## config.mk

```make
export PLATFORM = sky130hd
export DESIGN_NAME = lsu_mem_port_arbiter
export DESIGN_NICKNAME = d
export VERILOG_FILES = /design/src/rtl/lsu_mem_port_arbiter_pkg.sv /design/src/rtl/lsu_starve_counter.sv /design/src/rtl/lsu_mem_port_arbiter.sv
export SDC_FILE = /design/constraint.sdc
export NUM_CORES = 1
export LEC_CHECK = 0
export CORE_MARGIN = 1.5
export CORE_UTILIZATION = 22
export DETAILED_ROUTE_END_ITERATION = 16
export PLACE_DENSITY = 0.77
export SYNTH_ARGS = -nofsm -noshare
export SYNTH_HDL_FRONTEND = slang
export SYNTH_SLANG_ARGS = --single-unit
```

## constraint.sdc

```tcl
create_clock -name clk_i -period 1.6 [get_ports clk_i]
set_clock_uncertainty 0.15 [all_clocks]
set_input_delay 0.32 -clock clk_i [delete_from_list [all_inputs] [get_ports clk_i]]
set_output_delay 0.32 -clock clk_i [all_outputs]
set_load 0.02 [all_outputs]
```

## src/rtl/lsu_mem_port_arbiter_pkg.sv

```systemverilog
// Shared types and defaults for the LSU data-memory port arbiter.
// The port request struct is sized at the default word width.
package lsu_mem_port_arbiter_pkg;

    localparam int unsigned MEM_WORD_W       = 16;
    localparam int unsigned STARVE_LIMIT_DEF = 4;
    localparam int unsigned STARVE_CNT_W     = 4;

    typedef enum logic [0:0] {
        ARB_LOAD_PRI = 1'b0,
        ARB_DRAIN    = 1'b1
    } arb_state_e;

    typedef struct packed {
        logic [MEM_WORD_W-1:0] addr;
        logic                  we;
        logic [MEM_WORD_W-1:0] wdata;
    } mem_req_t;

endpackage

```

## src/rtl/lsu_starve_counter.sv

```systemverilog
// Saturating count of consecutive cycles a ready store lost the port to a load.
// Flags when the value about to be registered reaches the limit.
module lsu_starve_counter
    import lsu_mem_port_arbiter_pkg::*;
#(
    parameter int unsigned LIMIT = STARVE_LIMIT_DEF
) (
    input  logic clk_i,
    input  logic reset_i,
    input  logic clr_i,
    input  logic inc_i,
    output logic limit_next_o
);

    localparam logic [STARVE_CNT_W-1:0] LIMIT_C = STARVE_CNT_W'(LIMIT);

    logic [STARVE_CNT_W-1:0] cnt_q;
    logic [STARVE_CNT_W-1:0] cnt_d;

    // Clear has priority; increment saturates at the limit.
    always_comb begin
        cnt_d = cnt_q;
        if (clr_i) begin
            cnt_d = '0;
        end else if (inc_i && (cnt_q != LIMIT_C)) begin
            cnt_d = cnt_q + STARVE_CNT_W'(1);
        end
    end

    always_ff @(posedge clk_i) begin
        if (reset_i) begin
            cnt_q <= '0;
        end else begin
            cnt_q <= cnt_d;
        end
    end

    assign limit_next_o = (cnt_d == LIMIT_C);

endmodule

```

## src/rtl/lsu_mem_port_arbiter.sv

```systemverilog
// Shares the single data-memory port between LSU loads and store-buffer drains.
// Loads win by default; starvation or a full store buffer forces a DRAIN phase.
module lsu_mem_port_arbiter
    import lsu_mem_port_arbiter_pkg::*;
#(
    parameter int unsigned WORD_SIZE_P  = MEM_WORD_W,
    parameter int unsigned SB_ENTRY     = 8,
    parameter int unsigned STARVE_LIMIT = STARVE_LIMIT_DEF
) (
    input  logic                        clk_i,
    input  logic                        reset_i,
    input  logic                        ld_req_v_i,
    input  logic [WORD_SIZE_P-1:0]      ld_addr_i,
    input  logic                        mispredict_i,
    input  logic                        st_req_v_i,
    input  logic [WORD_SIZE_P-1:0]      st_addr_i,
    input  logic [WORD_SIZE_P-1:0]      st_data_i,
    input  logic [$clog2(SB_ENTRY)-1:0] st_sb_num_i,
    input  logic                        sb_full_i,
    output logic                        st_ack_o,
    output logic [$clog2(SB_ENTRY)-1:0] st_ack_num_o,
    output logic                        ld_grant_o,
    output logic                        ld_stall_o,
    output logic [WORD_SIZE_P-1:0]      mem_addr_o,
    output logic                        mem_we_o,
    output logic [WORD_SIZE_P-1:0]      mem_wdata_o,
    output logic                        protocol_err_o
);

    arb_state_e state_q;
    arb_state_e state_d;
    logic       ld_eff;
    logic       ld_gnt;
    logic       st_gnt;
    logic       limit_next;
    logic       stall_q;
    logic       err_q;
    mem_req_t   mem_req;

    // Same-cycle grant; everything is held off while reset is asserted.
    always_comb begin
        ld_eff = ld_req_v_i & ~mispredict_i;
        ld_gnt = 1'b0;
        st_gnt = 1'b0;
        if (!reset_i) begin
            if (state_q == ARB_DRAIN) begin
                st_gnt = st_req_v_i;
                ld_gnt = ld_eff & ~st_req_v_i;
            end else begin
                ld_gnt = ld_eff;
                st_gnt = st_req_v_i & ~ld_eff;
            end
        end
    end

    always_comb begin
        mem_req.addr  = MEM_WORD_W'(ld_addr_i);
        mem_req.we    = 1'b0;
        mem_req.wdata = '0;
        if (st_gnt) begin
            mem_req.addr  = MEM_WORD_W'(st_addr_i);
            mem_req.we    = 1'b1;
            mem_req.wdata = MEM_WORD_W'(st_data_i);
        end
    end

    lsu_starve_counter #(
        .LIMIT (STARVE_LIMIT)
    ) u_starve (
        .clk_i        (clk_i),
        .reset_i      (reset_i),
        .clr_i        (st_gnt),
        .inc_i        (st_req_v_i & ld_gnt),
        .limit_next_o (limit_next)
    );

    // DRAIN is also left when no committed head exists, so it cannot deadlock.
    always_comb begin
        state_d = state_q;
        case (state_q)
            ARB_LOAD_PRI: begin
                if (sb_full_i || limit_next) begin
                    state_d = ARB_DRAIN;
                end
            end
            ARB_DRAIN: begin
                if (!st_req_v_i || (st_gnt && !sb_full_i)) begin
                    state_d = ARB_LOAD_PRI;
                end
            end
            default: state_d = ARB_LOAD_PRI;
        endcase
    end

    always_ff @(posedge clk_i) begin
        if (reset_i) begin
            state_q <= ARB_LOAD_PRI;
            stall_q <= 1'b0;
            err_q   <= 1'b0;
        end else begin
            state_q <= state_d;
            stall_q <= (state_d == ARB_DRAIN);
            if (ld_req_v_i && stall_q) begin
                err_q <= 1'b1;
            end
        end
    end

    assign st_ack_o       = st_gnt;
    assign st_ack_num_o   = st_gnt ? st_sb_num_i : '0;
    assign ld_grant_o     = ld_gnt;
    assign ld_stall_o     = stall_q;
    assign mem_addr_o     = WORD_SIZE_P'(mem_req.addr);
    assign mem_we_o       = mem_req.we;
    assign mem_wdata_o    = WORD_SIZE_P'(mem_req.wdata);
    assign protocol_err_o = err_q;

endmodule
```

# == Word-level counts from Yosys, hierarchy flattened ==
# Cells that the tools add are included.
# word_totals
register_bits,6
input_bits,57
out_inout_bits,40
elab_cells,32
# op_classes
addsub,1
eq_ne,2
muxes,11
n_bitwise,8
n_reduce_logical,7
# ops
op,n
33-bit 2-to-1 mux,1
4-bit 2-to-1 mux,2
1-bit 2-to-1 mux,6
"4-bit by 1-bit adder with 4-bit output, second input constant",1
1-bit AND,4
"4-bit by 3-bit == test with 1-bit output, second input constant",1
"4-bit by 3-bit inequality test with 1-bit output, second input constant",1
1-bit NOT,4
1-bit logical AND,3
3-bit 2-to-1 mux,1
1-bit zero test,2
1-bit logical OR,2
1-bit one-hot mux with 2 select lines,1

# == Logic depth before layout (Yosys ltp) ==
# Gate-level depths: netlist of run 1.
# logic_depth
depth_word,13
mapped_depth,7
depth_no_buf,7

# == Cells and area by module ==
# Synthesis of run 1 repeated with hierarchy kept, for this count alone.
# unflattened
hier_cells,82
hier_area_um2,750.7
# modules_own_cells
mod,instances,cells_per_inst,area_each_um2,seq_area_each_um2
lsu_mem_port_arbiter,1,52,491.7,40.0
lsu_starve_counter,1,30,259.0,80.1

# == Least setup slack after synthesis of run 1 ==
# Ideal clock, no wire load.
# synth_path
path_type,register to output
from,"register, netlist name ld_stall_o"
to,output port mem_wdata_o[10]
arrival_time_ns,1.378
required_time_ns,1.130
slack_ns,-0.248
path_stages_with_launch,6
path_buffers,2
cell_sequence,dfxtp_1 -> inv_2 -> a21boi_2 -> buf_4 -> buf_2 -> and2_1
# synth_rtl
element,line,text
to (decl),lsu_mem_port_arbiter.sv:26,"output logic [WORD_SIZE_P-1:0] mem_wdata_o,"

==> impl_results.md, run 1 <==
* # DRC at 0
* Routed Antenna Nets at 0
* Cell variety after synth at 29
* R2R depth at 7
* Register clock-pin slew on the reported worst setup and hold paths at 50 ps
* Total power at 0.900 mW
* TritonCTS Buffers at 3
* Hold Vio Cnt, Final at 0
* Die width at 59.4 um
* Clk buf depth at 2
* Syn_nets at 143
* Initial drt markers at 11
* Max-slew violations at 0
* Cell mode on critical path: buf_12
* Final WL at 4.26 mm
* Fill count at 191
* Warnings from Yosys at 0
* Finish-stage setup viols at 40
* Final instance area at 2240 um2
* Async set or reset register ratio after synthesis at 0
* Fmax achieved at 477 MHz
* Global Route Usage Sum at 0.240
* Slew HR at 0.837
* DR vias at 1142
* Final nets at 274
* Status: complete, but fails checks
* Clk Latency, worst-skew pair at 240 ps
* Reg2Reg Setup Slack at -40 ps
* Final period util at 1.31
* Post-DP Area at 1950 um2
* Sequential Area at 124 um2
* Crit path cell chain: inv_2 -> a21boi_4 -> buf_12 -> buf_12 -> buf_12 -> mux2_4 -> buf_6
* Pwr/cell area at 401 nW/um2
* Core footprint at 3030 um2
* CTS tree: done
* Io pins at 97
* Slowest cell delay on critical path at 330 ps
* Die area at 3530 um2
* Die height at 59.4 um
* Initial antenna violation count at 0
* RSZ-0062 raised after global routing: true
* Crit-path max FO at 5
* Initial Util at 0.231
* Worst setup path endpoint: mem_addr_o[7]
* Vias/cell at 4.44
* Site Rows at 20
* Overflow after GRT at 0
* Failing checks: setup timing
* Sequential area share after synthesis at 0.171
* Peak supply drop at 0.000377 V
* Avg Cell Area, Syn at 8.34 um2
* Hold_buf cts at 0
* Synth Cell Area at 701 um2
* GPL Wtd Cong at 0.795
* Register bit count reported by yosys at 6
* Syn-to-layout area delta at 220%
* EDFF count, synth at 0
* Largest net degree at the start of global routing at 11
* Ant diodes at 0
* Layout cells sized above 1 at 0.615
* Clock Sinks at 6
* Critical path launch point: ld_stall_o$_SDFF_PP0_
* Worst Path Arrival at 1630 ps
* Top FF cell, synth: dfxtp_1
* First-pass GRT wire length at 6.14 mm
* # port buffers at 96
* Max Cap Viol at 0
* Area occupied by multi-input gates at 688 um2
* Hold crit path type: primary input to flip-flop
* Syn Inst Count at 84
* Startpoint Class: flip-flop
* Vias in the first global route at 1148
* Tightest Pin Transition at 243 ps
* Fin crit period at 2100 ps
* Leakage at 1.05 nW
* HPWL after DPL at 2.88 mm
* H-tree Lvls at 1
* Setup WS post-layout at -497 ps
* Wirelength per Cell at 16.6 um
* Pre-antenna DRT Iters at 4
* Capturing point of the worst reg2reg path: ld_stall_o$_SDFF_PP0_
* CTS root buf: clkbuf_4
* Crit path capture type: output pin
* Critical path's slowest cell: dfxtp_2
* Reg-to-reg startpoint: ld_stall_o$_SDFF_PP0_
* Worst Setup Path Type: flip-flop to output pin
* Worst EP required at 1130 ps
flip-flops by register name, summed over array words and instances (netlist names):
| signal | cells |
|---|---|
| u_starve.cnt_q | 4 |
| ld_stall_o | 1 |
| protocol_err_o | 1 |
cells in the final DEF (no fill, tap or decap), drive strengths merged:
| master | netlist | final |
|---|---|---|
| mux2 | 16 | 16 |
| ha | 2 | 2 |
| buf | 5 | 77 |
| xnor2 | 1 | 1 |
| o31ai | 1 | 1 |
| a21boi | 1 | 1 |
| nor2b | 1 | 1 |
| a21oi | 3 | 3 |
| o2111ai | 1 | 1 |
| or3 | 1 | 1 |
| dlygate4sd2 | 0 | 2 |
| clkbuf | 0 | 3 |
| dfxtp | 6 | 6 |
| clkdlybuf4s50 | 0 | 52 |
| and2 | 20 | 20 |
| a221oi | 1 | 1 |
| nor3 | 1 | 1 |
| o211ai | 1 | 1 |
| mux2i | 1 | 1 |
| nand3 | 1 | 1 |
| nor4 | 1 | 1 |
| and2b | 1 | 1 |
| nand2 | 5 | 5 |
| o2111a | 1 | 1 |
| a31oi | 1 | 1 |
| inv | 6 | 6 |
| o21ai | 1 | 1 |
| nor2 | 4 | 4 |
| and3 | 1 | 1 |
cells in the mapped netlist (2+ instances only):
library cell | n | area (um2)
dfxtp_1 | 6 | 120
inv_1 | 5 | 18.8
nor2_1 | 4 | 15.0
buf_2 | 2 | 10.0
nand2_1 | 5 | 18.8
ha_1 | 2 | 25.0
mux2_1 | 16 | 180
buf_4 | 3 | 22.5
a21oi_1 | 2 | 10.0
and2_1 | 20 | 125
final cells by class:
| cell class | count | share of cell area |
|---|---|---|
| multi-input combinational | 67 | 0.307 |
| tap | 44 | 0.0246 |
| sequential | 6 | 0.0553 |
| timing repair buffer | 131 | 0.593 |
| clock buffer | 3 | 0.0101 |
| inverter | 6 | 0.0101 |
worst min-delay path by stage:
stage | startpoint | to | slack (ps) | cells past startpoint
3_5_place_dp | protocol_err_o$_SDFFE_PP0P_ | protocol_err_o$_SDFFE_PP0P_ | 340 | 2
2_1_floorplan | reset_i | protocol_err_o$_SDFFE_PP0P_ | 240 | 1
5_1_grt | reset_i | protocol_err_o$_SDFFE_PP0P_ | 250 | 3
6_report | reset_i | protocol_err_o$_SDFFE_PP0P_ | 240 | 3
3_3_place_gp | protocol_err_o$_SDFFE_PP0P_ | protocol_err_o$_SDFFE_PP0P_ | 320 | 2
4_1_cts | reset_i | protocol_err_o$_SDFFE_PP0P_ | 230 | 3
critical path, delay by kind of cell (launching register included):
kind,cells,cell delay (ps)
buffers and inverters,5,550
AOI/OAI and AO/OA,1,180
DFF,1,330
muxes,1,300
per-layer routing:
layer  track usage  up-vias  part of all wire
met5             0        -                 0
met4        0.0714        0             0.019
met3        0.0480        6             0.083
met2         0.490       64              0.53
met1         0.236      527              0.36
li1              -      545                 -
metrics by stage:
step | worst slack (ps) | instances | util | setup TNS, ps | hold WS (ps)
after detailed placement | -1160 | 236 | 0.645 | -41950 | 340
after CTS | -478 | 255 | 0.754 | -13380 | 233
final | -497 | 257 | 0.740 | -13390 | 240
after global routing | -543 | 257 | 0.740 | -15390 | 253
after floorplan | -117 | 84 | - | -3500 | 242
after global placement | -1130 | 236 | 0.645 | -41050 | 315
logic make-up after synthesis:
logic type | share of synthesized area
xor+xnor | 0.0125
compound gates | 0.130
buf+inv | 0.0786
simple gates | 0.300
mux | 0.271
flops | 0.171
fa+ha+maj | 0.0357
power breakdown:
group / total [mW] / switching, mW / leakage, nW / internal, mW
Clock: 0.143 / 0.0577 / 0.0138 / 0.0851
Combinational: 0.601 / 0.219 / 0.982 / 0.381
Sequential: 0.156 / 0.00242 / 0.0500 / 0.154
Total: 0.900 / 0.279 / 1.05 / 0.620
what timing repair did:
action	4_1_cts	5_1_grt
cloned	4	0
gates resized for setup	256	7
setup buffers	12	8
hold endpoints to repair	0	0
pin swaps	6	6
setup endpoints to repair	45	40
(Power assumes the default switching activity.)
==> run 2: changes to the inputs <==
--- a/config.mk
+++ b/config.mk
@@ -9,6 +9,7 @@
 export CORE_UTILIZATION = 22
 export DETAILED_ROUTE_END_ITERATION = 16
 export PLACE_DENSITY = 0.77
+export SKIP_CTS_REPAIR_TIMING = 1
 export SYNTH_ARGS = -nofsm -noshare
 export SYNTH_HDL_FRONTEND = slang
 export SYNTH_SLANG_ARGS = --single-unit
==> impl_results.md, run 2 (synthesis results as in run 1) <==
* Status: complete, but fails checks (unchanged)
* Failing checks: setup timing (unchanged)
* Wirelength per Cell at 15.9 um (was 16.6 um)
* Fmax achieved at 500 MHz (was 477 MHz)
* Area occupied by multi-input gates at 677 um2 (was 688 um2)
* First-pass GRT wire length at 4.73 mm (was 6.14 mm)
* Register clock-pin slew on the reported worst setup and hold paths at 50 ps (about the same)
* Hold Vio Cnt, Final at 0 (unchanged)
* Hold crit path type: primary input to flip-flop (unchanged)
* Crit-path max FO at 6 (was 5)
* Peak supply drop at 0.000354 V (was 0.000377 V)
* Final period util at 1.25 (was 1.31)
* Setup TNS at -11410 ps (was -13390 ps)
* Die height at 59.4 um (unchanged)
* Commonest non-fill, non-tap cell in the layout: clkdlybuf4s50_1 (unchanged)
* Clk buf depth at 2 (unchanged)
* Leakage at 1.07 nW (was 1.05 nW)
* DR vias at 1148 (was 1142)
* Initial antenna violation count at 0 (unchanged)
* HPWL after DPL at 2.88 mm (unchanged)
* TritonCTS Buffers at 3 (unchanged)
* Vias in the first global route at 978 (was 1148)
* Startpoint Class: primary input (was flip-flop)
* Io pins at 97 (unchanged)
* Commonest cells after routing, fill and taps aside: clkdlybuf4s50_1, buf_6, buf_4 (unchanged)
* Vias/cell at 4.48 (was 4.44)
* Max-slew violations at 0 (unchanged)
* Fin crit period at 2000 ps (was 2100 ps)
* Max Cap Viol at 0 (unchanged)
* Post-DP Area at 1950 um2 (unchanged)
* Syn-to-layout area delta at 226% (was 220%)
* Fill count at 191 (unchanged)
* Worst EP required at 1130 ps (about the same)
* Final WL at 4.08 mm (was 4.26 mm)
* Die width at 59.4 um (unchanged)
* Ant diodes at 0 (unchanged)
* Final instance area at 2280 um2 (was 2240 um2)
* Initial drt markers at 34 (was 11)
* GPL Wtd Cong at 0.795 (unchanged)
* Overflow after GRT at 0 (unchanged)
* Pre-antenna DRT Iters at 4 (unchanged)
* Final nets at 273 (was 274)
* Initial Util at 0.231 (unchanged)
* Layout cells sized above 1 at 0.608 (was 0.615)
* RSZ-0062 raised after global routing: true (unchanged)
* CTS root buf: clkbuf_4 (unchanged)
* Largest net degree at the start of global routing at 21 (was 11)
* Finish-stage setup viols at 40 (unchanged)
* Worst Path Arrival at 1530 ps (was 1630 ps)
* Pwr/cell area at 396 nW/um2 (was 401 nW/um2)
* Clock Sinks at 6 (unchanged)
* Crit path capture type: output pin (unchanged)
* Tightest Pin Transition at 276 ps (was 243 ps)
* # port buffers at 96 (unchanged)
* Global Route Usage Sum at 0.180 (was 0.240)
* Max reg flops at 4 (unchanged)
* Routed Antenna Nets at 0 (unchanged)
* Clk Latency, worst-skew pair at 240 ps (about the same)
* Hold_ws at 242 ps (was 240 ps)
* Die area at 3530 um2 (unchanged)
* Largest register by flop count: u_starve.cnt_q (unchanged)
* Worst Setup Path Type: primary input to output pin (was flip-flop to output pin)
* Setup WS post-layout at -399 ps (was -497 ps)
* Sequential Area at 123 um2 (was 124 um2)
* Slew HR at 0.814 (was 0.837)
* Total power at 0.904 mW (was 0.900 mW)
* CTS tree: done (unchanged)
* H-tree Lvls at 1 (unchanged)
* Site Rows at 20 (unchanged)
* # DRC at 0 (unchanged)
* Core footprint at 3030 um2 (unchanged)
run 2: final cells by class:
cell class	count	share of cell area
clock buffer	3	0.00987
inverter	6	0.00987
timing repair buffer	130	0.606
multi-input combinational	67	0.297
sequential	6	0.0538
tap	44	0.0241
run 2: stage by stage:
stage	worst slack [ps]	utilization	std cells
floorplan	-117	-	84
global placement	-1130	0.645	236
detailed placement	-1160	0.645	236
CTS	-1160	0.653	239
global route	-432	0.753	256
finish	-399	0.753	256
run 2: critical path, cell delays in order:
cell	delay (ps)
buf_6	90
and2b_2	210
a21boi_4	170
buf_12	150
clkbuf_16	150
mux2_4	300
buf_6	130
run 2: layer usage:
layer,share of wire,track usage
met3,0.074,0.0393
met4,0.0052,0.0487
met5,0,0
met1,0.39,0.190
met2,0.53,0.350
run 2: path summary, 6_finish.rpt:
path                                     from  slack [ps]  cells past startpoint                          end
setup / recovery                   ld_req_v_i        -400                      7               mem_addr_o[13]
hold / removal                     ld_req_v_i         240                      4  protocol_err_o$_SDFFE_PP0P_
setup reg to reg        ld_stall_o$_SDFF_PP0_        -170                      8        ld_stall_o$_SDFF_PP0_
hold reg to reg   protocol_err_o$_SDFFE_PP0P_         360                      2  protocol_err_o$_SDFFE_PP0P_
run 2: report_power, final:
group	switching, mW	internal [mW]	leakage, nW
logic	0.215	0.389	1.01
registers	0.00266	0.154	0.0495
clock network	0.0580	0.0851	0.0138
==> run 3: changes to the inputs <==
--- a/config.mk
+++ b/config.mk
@@ -7,6 +7,7 @@
 export LEC_CHECK = 0
 export CORE_MARGIN = 1.5
 export CORE_UTILIZATION = 22
+export CTS_CLUSTER_DIAMETER = 30
 export DETAILED_ROUTE_END_ITERATION = 16
 export PLACE_DENSITY = 0.77
 export SKIP_CTS_REPAIR_TIMING = 1
==> results of run 3 <==
No change in the layout: final DEF, timing and power equal those of run 2.
